**src/rtl/bin_onehot_pkg.sv**
```systemverilog
// Shared definitions for the binary/one-hot converter: mode codes, buffer states
// and the width-generic decode/encode/legality helpers.
package bin_onehot_pkg;

  localparam logic MODE_B2O = 1'b0;
  localparam logic MODE_O2B = 1'b1;

  // Helpers work on the widest supported vector; callers size-cast in and out.
  localparam int MAX_W = 8;
  localparam int MAX_N = 2 ** MAX_W;

  typedef enum logic [1:0] {EMPTY, ONE, TWO} buf_state_t;

  function automatic logic [MAX_N-1:0] onehot_decode(input logic [MAX_W-1:0] idx,
                                                     input logic zero_null);
    logic [MAX_N-1:0] vec;
    vec = '0;
    if (!(zero_null && (idx == '0))) vec[idx] = 1'b1;
    return vec;
  endfunction

  function automatic logic [MAX_W-1:0] onehot_encode(input logic [MAX_N-1:0] vec);
    logic [MAX_W-1:0] idx;
    idx = '0;
    for (int i = 0; i < MAX_N; i++) begin
      if (vec[i]) idx = idx | MAX_W'(i);
    end
    return idx;
  endfunction

  // Mode 0: any bit at or above w is illegal. Mode 1: needs exactly one bit,
  // or none when zero_null is set. Uses a seen/multi chain instead of a popcount.
  function automatic logic conv_illegal(input logic mode, input logic [MAX_N-1:0] vec,
                                        input int w, input logic zero_null);
    logic upper;
    logic seen;
    logic multi;
    upper = 1'b0;
    seen  = 1'b0;
    multi = 1'b0;
    for (int i = 0; i < MAX_N; i++) begin
      if (i >= w) upper = upper | vec[i];
      if (vec[i]) begin
        multi = multi | seen;
        seen  = 1'b1;
      end
    end
    if (mode == MODE_B2O) return upper;
    return multi || (!seen && !zero_null);
  endfunction

endpackage

```
**src/rtl/bin_onehot_skid.sv**
```systemverilog
// Two-entry valid/ready buffer: an output register plus one skid register, so
// in_ready depends only on registered state.
module bin_onehot_skid
  import bin_onehot_pkg::*;
#(
  parameter int DW = 8
) (
  input  logic          clk,
  input  logic          rst,
  input  logic          in_valid,
  output logic          in_ready,
  input  logic [DW-1:0] in_data,
  output logic          out_valid,
  input  logic          out_ready,
  output logic [DW-1:0] out_data
);

  buf_state_t    state;
  logic [DW-1:0] skid_data;
  logic          accept;
  logic          xfer;

  assign in_ready  = (state != TWO);
  assign out_valid = (state != EMPTY);
  assign accept    = in_valid && in_ready;
  assign xfer      = out_valid && out_ready;

  always_ff @(posedge clk or posedge rst) begin
    if (rst) begin
      state    <= EMPTY;
      out_data <= '0;
    end else begin
      case (state)
        EMPTY: begin
          if (accept) begin
            out_data <= in_data;
            state    <= ONE;
          end
        end
        ONE: begin
          if (accept && xfer) begin
            out_data <= in_data;
          end else if (accept) begin
            state <= TWO;
          end else if (xfer) begin
            state <= EMPTY;
          end
        end
        TWO: begin
          if (xfer) begin
            out_data <= skid_data;
            state    <= ONE;
          end
        end
        default: state <= EMPTY;
      endcase
    end
  end

  // Skid payload needs no reset: it is only read in TWO, which reset leaves.
  always_ff @(posedge clk) begin
    if ((state == ONE) && accept && !xfer) skid_data <= in_data;
  end

endmodule

```
**src/rtl/bin_onehot_conv.sv**
```systemverilog
// Pipelined binary <-> one-hot converter with per-transaction mode select,
// illegal-input flagging and a saturating error counter.
module bin_onehot_conv
  import bin_onehot_pkg::*;
#(
  parameter int  W         = 2,
  parameter bit  ZERO_NULL = 1'b0,
  parameter int  CW        = 8,
  localparam int N         = 2 ** W
) (
  input  logic          clk,
  input  logic          rst,
  input  logic          in_valid,
  output logic          in_ready,
  input  logic          in_mode,
  input  logic [N-1:0]  in_data,
  output logic          out_valid,
  input  logic          out_ready,
  output logic [N-1:0]  out_data,
  output logic          out_err,
  input  logic          err_clr,
  output logic [CW-1:0] err_cnt
);

  logic         illegal;
  logic [N-1:0] conv;
  logic         accept;

  assign accept = in_valid && in_ready;

  always_comb begin
    illegal = conv_illegal(in_mode, MAX_N'(in_data), W, ZERO_NULL);
    if (in_mode == MODE_B2O) conv = N'(onehot_decode(MAX_W'(in_data[W-1:0]), ZERO_NULL));
    else                     conv = N'(onehot_encode(MAX_N'(in_data)));
    if (illegal) conv = '0;
  end

  // Stage boundary: converted payload and its error flag enter the buffer together.
  bin_onehot_skid #(
    .DW(N + 1)
  ) u_skid (
    .clk      (clk),
    .rst      (rst),
    .in_valid (in_valid),
    .in_ready (in_ready),
    .in_data  ({illegal, conv}),
    .out_valid(out_valid),
    .out_ready(out_ready),
    .out_data ({out_err, out_data})
  );

  // A clear coinciding with an illegal accept keeps that accept counted.
  always_ff @(posedge clk or posedge rst) begin
    if (rst) begin
      err_cnt <= '0;
    end else if (accept && illegal) begin
      if (err_clr)              err_cnt <= CW'(1);
      else if (err_cnt != '1)   err_cnt <= err_cnt + 1'b1;
    end else if (err_clr) begin
      err_cnt <= '0;
    end
  end

endmodule

```
**config.mk**
```make
export PLATFORM = sky130hd
export DESIGN_NAME = bin_onehot_conv
export DESIGN_NICKNAME = d
export VERILOG_FILES = /design/src/rtl/bin_onehot_pkg.sv /design/src/rtl/bin_onehot_skid.sv /design/src/rtl/bin_onehot_conv.sv
export SDC_FILE = /design/constraint.sdc
export NUM_CORES = 1
export LEC_CHECK = 0
export ABC_AREA = 0
export CAP_MARGIN = 20
export CORE_MARGIN = 8
export CORE_UTILIZATION = 44
export CTS_BUF_LIST = sky130_fd_sc_hd__clkbuf_16
export DETAILED_ROUTE_END_ITERATION = 7
export GPL_TIMING_DRIVEN = 0
export PLACE_DENSITY = 0.83
export SLEW_MARGIN = 5
export SYNTH_ARGS = -nofsm -noshare
export SYNTH_HDL_FRONTEND = slang
export SYNTH_SLANG_ARGS = --single-unit
```
**constraint.sdc**
```tcl
create_clock -name clk -period 1.8 [get_ports clk]
set_clock_uncertainty 0.1 [all_clocks]
set_input_delay 0.36 -clock clk [delete_from_list [all_inputs] [get_ports clk]]
set_output_delay 0.36 -clock clk [all_outputs]
set_load 0.005 [all_outputs]
```
== After elaboration in Yosys (flattened, before gate mapping) ==
Cells that the tools add are included.
Storage, ports and cells
  RAM bits: 0
  output and inout bits: 15
  bits in latches: 0
  memory bits (read-only): 0
  memories kept: 0
  input bits: 10
  logic and storage cells: 66
  bits in registers: 20
Cells by class
  $lt $le $gt $ge: 2
  $add $sub $neg: 1
  bitwise logic cells: 3
  reduce and logical (&&, ||, !) cells: 18
  equal/unequal tests: 9
  divide/modulo/power cells: 0
  muxes and demuxes: 29
  multipliers: 0
  shift-type cells: 0
Operator list (number)
  $mux 8: 4
  $mux 5: 3
  $pmux 5 s3: 1
  $mux 2: 7
  $mux 1: 10
  $lt 2x9->1 const B: 1
  $add 8x1->8 const B: 1
  $mux 4: 2
  $ne 8x8->1 const B: 1
  $reduce_and 4->1: 2
  $logic_and 1x1->1: 7
  $ne 2x2->1 const B: 3
  $pmux 2 s3: 1
  $reduce_bool 2->1: 3
  $ne 2x1->1 const B: 2
  $ne 3x2->1 const B: 1
  $or 1x1->1: 3
  $reduce_bool 3->1: 1
  $demux 1 s2: 1
  $eq 2x1->1 const B: 1
  $eq 2x2->1 const B: 1
  $ge 2x1->1 const B: 1
  $logic_not 1->1: 2
  $logic_not 2->1: 1
  other kinds (2): 2

== Depth between registers and ports, before layout ==
Gate-level depths: netlist (run 1).
  depth in word-level cells: 11
  depth in mapped cells: 8
  gate-level depth less buffers: 6

== Hierarchy ==
Synthesis (run 1) repeated with hierarchy kept, for this count alone.
Unflattened totals
  cell total of the unflattened synthesis: 116
  area total of the unflattened synthesis: 1261.2 um^2
By module, submodules not included
  bin_onehot_conv: instances 1, cells an instance 80, area an instance 670.6 um^2
  bin_onehot_skid: instances 1, cells an instance 36, area an instance 590.6 um^2

== Least setup slack after synthesis (run 1) ==
OpenSTA, ideal clock, no wires.
  path type: in2reg
  start point: input port in_data[1]
  end point: register err_cnt[5]
  arrival time: 1753 ps
  slack: -178 ps
  stages on the path: 8
  setup time: 125 ps
  required time: 1575 ps
  cells stage by stage: buf_2 nand2b_1 a21boi_0 or3_1 buf_2 buf_4 nor3_1 mux2_2
Between the ends
  longest elaborated chain between the ends: 10
Ends and longest elaborated chain
  start, declared: RTL line bin_onehot_conv.sv:16  | input logic [N-1:0] in_data,
  $mux 1: RTL line bin_onehot_pkg.sv:43  | if (vec[i]) begin
  $or 1x1->1: RTL line bin_onehot_pkg.sv:44  | multi = multi | seen;
  $mux 1: RTL line bin_onehot_pkg.sv:43
  $or 1x1->1: RTL line bin_onehot_pkg.sv:44
  $mux 1: RTL line bin_onehot_pkg.sv:43
  $logic_or 1x1->1 (*): RTL line bin_onehot_pkg.sv:49  | return multi || (!seen && !zero_null);
  $mux 1 (*): RTL line bin_onehot_pkg.sv:49
  $logic_and 1x1->1 (*): RTL line bin_onehot_conv.sv:56  | end else if (accept && illegal) begin
  $reduce_bool 2->1 (no source line)
  $reduce_and 2->1 (no source line)
  end signal, assigned: RTL line bin_onehot_conv.sv:58  | else if (err_cnt != '1) err_cnt <= err_cnt + 1'b1;
  end, declared: RTL line bin_onehot_conv.sv:22  | output logic [CW-1:0] err_cnt
Every way passes the cells marked *; elsewhere a longest branch is shown, timed or not.
A chain may end at the register's enable or synchronous reset.

== Worst setup path after layout (run 1) ==
  start point: register err_cnt[1]
  end point: register err_cnt[7]
Between the ends
  longest elaborated chain between the ends: 4
Ends and longest elaborated chain
  $add 8x1->8: RTL line bin_onehot_conv.sv:58
  $mux 8: RTL line bin_onehot_conv.sv:58
  $mux 8: RTL line bin_onehot_conv.sv:57  | if (err_clr) err_cnt <= CW'(1);
  $mux 8: RTL line bin_onehot_conv.sv:56
Several ways; a longest one is shown, not always the timed one. The select of a mux whose other input is x is not followed.

==> flow_metrics.env, run 1 <==
export IMPL_status="complete, but fails checks"
export IMPL_violations="negative setup slack"
export IMPL_h_tree_depth=1
export IMPL_dr_pass1_iters=5
export IMPL_cp_arrival_ns=1.93
export IMPL_path_cells="ha_4 > nand3_2 > nor2_4 > or3_4 > or4_4 > a21oi_2"
export IMPL_gr_total_overflow=0
export IMPL_grt_max_degree=16
export IMPL_track_usage_pct=14.6
export IMPL_numCtsBuffers=3
export IMPL_grt_pass1_vias=1144
export IMPL_power_share_switching_pct=26.0
export IMPL_setup_viol=1
export IMPL_syn_cell_area_um2=1130
export IMPL_root_buffer="clkbuf_16"
export IMPL_grt_first_pass_wirelength_um=5130
export IMPL_die_h_um=66.6
export IMPL_netlist_top_cells_count="dfrtp_1, nor2_1, a21oi_1"
export IMPL_tritoncts="yes"
export IMPL_dpl_cell_count=168
export IMPL_num_rows=18
export IMPL_clk_pin_slew_ns=0.06
export IMPL_viasPerCell=5.73
export IMPL_tightest_slew_ns=0.599
export IMPL_combPwrFrac_pct=29.9
export IMPL_synth_nets=126
export IMPL_synth_seq_area_share_pct=46.6
export IMPL_final_nets=183
export IMPL_p_int_uw=1070
export IMPL_crit_type="flip-flop to flip-flop"
export IMPL_ys_types=38
export IMPL_synth_area_leaders="dfrtp_1, edfxtp_1, a21oi_1"
export IMPL_final_cells=201
export IMPL_yosys_area_top_type="dfrtp_1"
export IMPL_maxCapViolCount=0
export IMPL_routed_wl_um=3340
export IMPL_power_switching_uw=377
export IMPL_ir_drop_uv=498
export IMPL_ioPinCount=25
export IMPL_yosysTopAreaCellShare_pct=33.3
export IMPL_power_density_nw_per_um2=784
export IMPL_finalHoldViolCount=0
export IMPL_drt_iter0_drc=48
export IMPL_clock_latency_ns=0.25
export IMPL_fin_ws_ns=-0.0466
export IMPL_final_antenna_net_count=0
export IMPL_dieArea_um2=4440
export IMPL_synthFlopType="dfrtp_1"
export IMPL_fp_dieW_um=66.6
export IMPL_antenna_found_initial=0
export IMPL_routabilityCongestion=0.779
export IMPL_core_area_um2=2450
export IMPL_synthArstFlopShare_pct=75.0
export IMPL_synth_most_common_cell="dfrtp_1"
export IMPL_synth_edf_count=5
export IMPL_clockPowerShare_pct=31.8
export IMPL_max_freq_ghz=0.542
export IMPL_cp_required_ns=1.88
export IMPL_leakagePower_uw=0.000787
export IMPL_hold_slack_ns=0.325
export IMPL_area_growth_pct=64.2
export IMPL_cpPeakStageDelay_ns=0.43
export IMPL_antennaDiodeCount=0
export IMPL_syn_avg_cell_area_um2=9.80
export IMPL_end_kind="flip-flop"
export IMPL_hp_class="input pin to flip-flop"
export IMPL_layout_drive_gt1_share_pct=37.4
export IMPL_wl_per_cell_um=16.6
export IMPL_holdBufCountCts=0
export IMPL_min_period_ns=1.85
export IMPL_relSlewSlack_pct=60.0
export IMPL_post_route_period_util_pct=103
export IMPL_cts_buffer_depth=2
export IMPL_start_kind="flip-flop"
export IMPL_start_util_pct=45.9
export IMPL_drv_slew=0
export IMPL_power_share_sequential_pct=38.3
export IMPL_cts_sinks=20
export IMPL_cp_slowest_cell="or4_4"
export IMPL_synth_seq_cells=20
export IMPL_ys_warn_count=0
export IMPL_rsz0062_at_grt="true"
export IMPL_portBuffers=23
export IMPL_drc=0
export IMPL_place_hpwl_um=1910
export IMPL_synthCells=115
export IMPL_worst_path_max_fanout=4
export IMPL_dr_total_vias=1152
through the flow:
step | cell area [um^2] | util, % | power, uW | setup TNS (ns) | setup slack, ns
2_1_floorplan | 1180 | - | 721 | -0.153 | -0.0574
3_3_place_gp | 1450 | 59.1 | 874 | -7.58 | -0.748
3_5_place_dp | 1450 | 59.1 | 888 | -8.79 | -0.811
4_1_cts | 1740 | 70.9 | 1410 | -0.0300 | -0.0300
5_1_grt | 1850 | 75.4 | 1520 | -0.190 | -0.0981
6_report | 1850 | 75.4 | 1450 | -0.0466 | -0.0466
power by group through the flow:
stage,registers (uW),logic (uW),clock network [uW]
final,556,434,462
after global routing,562,471,482
after CTS,556,393,462
after detailed placement,569,318,0
after global placement,567,308,0
after floorplan,568,153,0
layout by cell type, fill, tap and decap left out, types with 3 or more instances in the layout:
cell type        count
a21oi_1              8
a21oi_2              3
buf_4               28
buf_6                7
clkbuf_16            3
clkdlybuf4s50_1     16
dfrtp_1             14
dlygate4sd2_1        3
edfxtp_1             5
inv_1                5
mux2i_1              5
nand2b_1             6
nand3_1              3
nor2_1              13
nor2b_1              3
nor3_1               3
path summary, 6_finish.rpt:
path | from | to | slack [ns] | cells after the start
max in group asynchronous | rst | u_skid.state[1] | 0.80 | 2
max | err_cnt[1] | err_cnt[7] | -0.05 | 6
min | in_data[1] | u_skid.skid_data[1] | 0.32 | 2
min in group asynchronous | rst | err_cnt[3] | 0.37 | 2
min reg2reg | u_skid.out_data[4] | u_skid.out_data[4] | 0.43 | 1
max reg2reg | err_cnt[1] | err_cnt[7] | -0.05 | 6
kinds of logic (layout without fill, tap and decap cells):
group,Yosys count,after routing,synth area share (%)
compound gates,23,23,12.3
flops,20,20,46.6
simple gates,52,52,26.5
xor+xnor,1,1,0.777
buf+inv,9,65,4.22
fa+ha+maj,1,1,1.11
mux,9,9,8.43
what timing repair did:
| item | 4_1_cts | 5_1_grt |
|---|---|---|
| hold endpoints to repair | 0 | 0 |
| gates resized for setup | 30 | 19 |
| pin swaps | 8 | 9 |
| setup buffers | 24 | 5 |
| setup endpoints to repair | 16 | 7 |
area by class of cell:
type                       instances  area (um^2)
multi-input combinational         86          678
fill                             169          604
sequential                        20          527
timing repair buffer              52          465
clock buffer                       3         75.1
buffer                             5         48.8
tap                               30         37.5
inverter                           4         15.0
clock inverter                     1         3.75
worst max-delay path, delay by kind of cell, from the launching register on:
kind	cells	cell delay [ns]
AO/OA/AOI/OAI	1	0.13
adder cells (fa/ha/maj)	1	0.17
flip-flops	1	0.41
AND/OR/NAND/NOR	4	0.96
sequential cells by signal, summed over array words and instances, names as in the netlist:
register	flops
u_skid.skid_data	5
u_skid.out_data	5
u_skid.state	2
err_cnt	8
per-layer routing:
metal	GRT usage [%]	routed length, um	vias to the layer above
met1	15.1	1170	559
met2	28.4	1890	49
met5	0	0	-
li1	-	-	537
met3	3.19	212	7
met4	4.00	62	0
No activity file was read; power rests on OpenSTA's default activity.
==> run 2, diff against run 1 <==
- SLEW_MARGIN: 5 -> default
==> results of run 2 <==
Final layout, timing and power as in run 1 (identical DEF).
==> run 3, diff against run 2 <==
- CORE_MARGIN: 8 -> 2
==> run 3 against run 2 <==
- the flow still finishes with violations (negative setup slack)
- final area decreased by 5.7%
- final cell count down 5.5%
- core utilization fell by 4.3 points
- first-iteration DRC count fell by 81%
- die area is 33% lower
- via count shrank 8.7%
- non-clock buffer count fell by 11
- combinational power shrank 7.8%
- sequential cell count did not move
- fmax up 1.4%
- wire length fell by 14%
- largest power group unchanged
- highest routed layer unchanged
==> flow_metrics.env, run 3 (synthesis gave the netlist of run 1 again) <==
export IMPL_cts_sinks=20
export IMPL_grt_max_degree=16
export IMPL_viasPerCell=5.54
export IMPL_power_switching_uw=373
export IMPL_num_rows=18
export IMPL_dieArea_um2=2980
export IMPL_relSlewSlack_pct=61.1
export IMPL_worst_path_max_fanout=5
export IMPL_clk_pin_slew_ns=0.06
export IMPL_start_util_pct=45.9
export IMPL_cp_top_family="simple AND/OR/NAND/NOR gates"
export IMPL_power_share_switching_pct=26.2
export IMPL_drv_slew=0
export IMPL_finalHoldViolCount=0
export IMPL_cp_arrival_ns=1.90
export IMPL_start_kind="flip-flop"
export IMPL_place_hpwl_um=1810
export IMPL_hold_slack_ns=0.321
export IMPL_cp_required_ns=1.88
export IMPL_tns_ns=-0.0227
export IMPL_core_area_um2=2450
export IMPL_clock_latency_ns=0.25
export IMPL_ir_drop_uv=599
export IMPL_rsz0062_at_grt="true"
export IMPL_regMostFlops="err_cnt"
export IMPL_h_tree_depth=1
export IMPL_die_h_um=54.6
export IMPL_power_density_nw_per_um2=816
export IMPL_post_route_period_util_pct=101
export IMPL_max_freq_ghz=0.549
export IMPL_holdBufCountCts=0
export IMPL_power_share_sequential_pct=39.2
export IMPL_p_int_uw=1050
export IMPL_gr_total_overflow=0
export IMPL_path_cells="ha_2 > nand3_2 > nor2_4 > or3_4 > or4_4 > a21oi_2"
export IMPL_end_kind="flip-flop"
export IMPL_wl_per_cell_um=15.1
export IMPL_drc=0
export IMPL_tritoncts="yes"
export IMPL_grt_first_pass_wirelength_um=4610
export IMPL_grt_pass1_vias=1022
export IMPL_fp_dieW_um=54.6
export IMPL_cp_buffers_inverters=0
export IMPL_cp_slowest_cell="or4_4"
export IMPL_reg_largest_list="err_cnt (8), u_skid.out_data (5), u_skid.skid_data (5)"
export IMPL_track_usage_pct=22.6
export IMPL_hp_class="input pin to flip-flop"
export IMPL_ioPinCount=25
export IMPL_tightest_slew_ns=0.583
export IMPL_setup_viol=2
export IMPL_leakagePower_uw=0.000739
export IMPL_final_common_cell="buf_4"
export IMPL_drt_iter0_drc=9
export IMPL_crit_type="flip-flop to flip-flop"
export IMPL_numCtsBuffers=3
export IMPL_antennaDiodeCount=0
export IMPL_dr_total_vias=1052
export IMPL_dr_pass1_iters=4
export IMPL_layout_drive_gt1_share_pct=34.4
export IMPL_portBuffers=23
export IMPL_combPwrFrac_pct=28.0
export IMPL_largest_reg_flops=8
export IMPL_routabilityCongestion=0.751
export IMPL_clockPowerShare_pct=32.8
export IMPL_cts_buffer_depth=2
export IMPL_final_cell_mix="buf_4, clkdlybuf4s50_1, dfrtp_1"
export IMPL_final_antenna_net_count=0
export IMPL_final_nets=172
export IMPL_min_period_ns=1.82
export IMPL_preCtsSetupSlack_ns=-0.808
export IMPL_violations="negative setup slack"
export IMPL_fin_ws_ns=-0.0215
export IMPL_cpPeakStageDelay_ns=0.43
export IMPL_area_growth_pct=54.8
export IMPL_routed_wl_um=2870
export IMPL_maxCapViolCount=0
export IMPL_status="complete, but fails checks"
export IMPL_antenna_found_initial=0
export IMPL_root_buffer="clkbuf_16"
[run 3: cell types whose count changed in the layout (fill, tap and decap cells not counted), moves of 2 or more]
| cell | change |
|---|---|
| nand2b_1 | -2 |
| buf_6 | -2 |
| nand2b_4 | +2 |
| buf_4 | -9 |
[run 3: repair_timing]
action / in CTS / in global routing
endpoints found under the setup margin: 16 / 8
resized for setup: 32 / 13
cloned: 0 / 0
pin swaps: 13 / 9
buffers inserted: 13 / 6
[run 3: area by class of cell]
cell class | instances | area (um^2)
Buffer | 4 | 37.5
Clock buffer | 3 | 75.1
Clock inverter | 1 | 3.75
Fill cell | 175 | 709
Inverter | 4 | 15.0
Multi-Input combinational cell | 86 | 677
Sequential cell | 20 | 527
Tap cell | 30 | 37.5
Timing Repair Buffer | 42 | 373
[run 3: metrics by stage]
stage                     std cells  instance area, um^2  utilization (%)  total power, uW
after detailed placement        168                 1450             59.1              886
final                           190                 1750             71.1             1430
after floorplan                 115                 1180                -              721
after CTS                       185                 1670             67.8             1380
after global placement          168                 1450             59.1              871
after global routing            190                 1750             71.1             1500
[run 3: path summary, 6_finish.rpt]
path                                             to  cells after the start          startpoint  slack [ns]
worst max-delay path                     err_cnt[7]                      6          err_cnt[0]       -0.02
worst min-delay path            u_skid.skid_data[0]                      2          in_data[0]        0.32
worst max register to register           err_cnt[7]                      6          err_cnt[0]       -0.02
worst min register to register   u_skid.out_data[1]                      2  u_skid.out_data[1]        0.42
max in group asynchronous           u_skid.state[1]                      2                 rst        0.82
min in group asynchronous                err_cnt[0]                      2                 rst        0.36
[run 3: power groups by stage]
stage | combinational (uW) | sequential (uW) | clock, uW
finish | 400 | 558 | 467
global route | 437 | 567 | 496
CTS | 356 | 559 | 468
detailed placement | 317 | 568 | 0
global placement | 304 | 567 | 0
floorplan | 153 | 568 | 0
[run 3: routing by layer]
metal | up-vias | GRT usage, % | part of all wire, %
met5 | - | 0 | 0
met4 | 0 | 10.0 | 2.0
met3 | 6 | 7.10 | 4.6
met2 | 28 | 40.1 | 54
met1 | 505 | 24.2 | 39
li1 | 513 | - | -
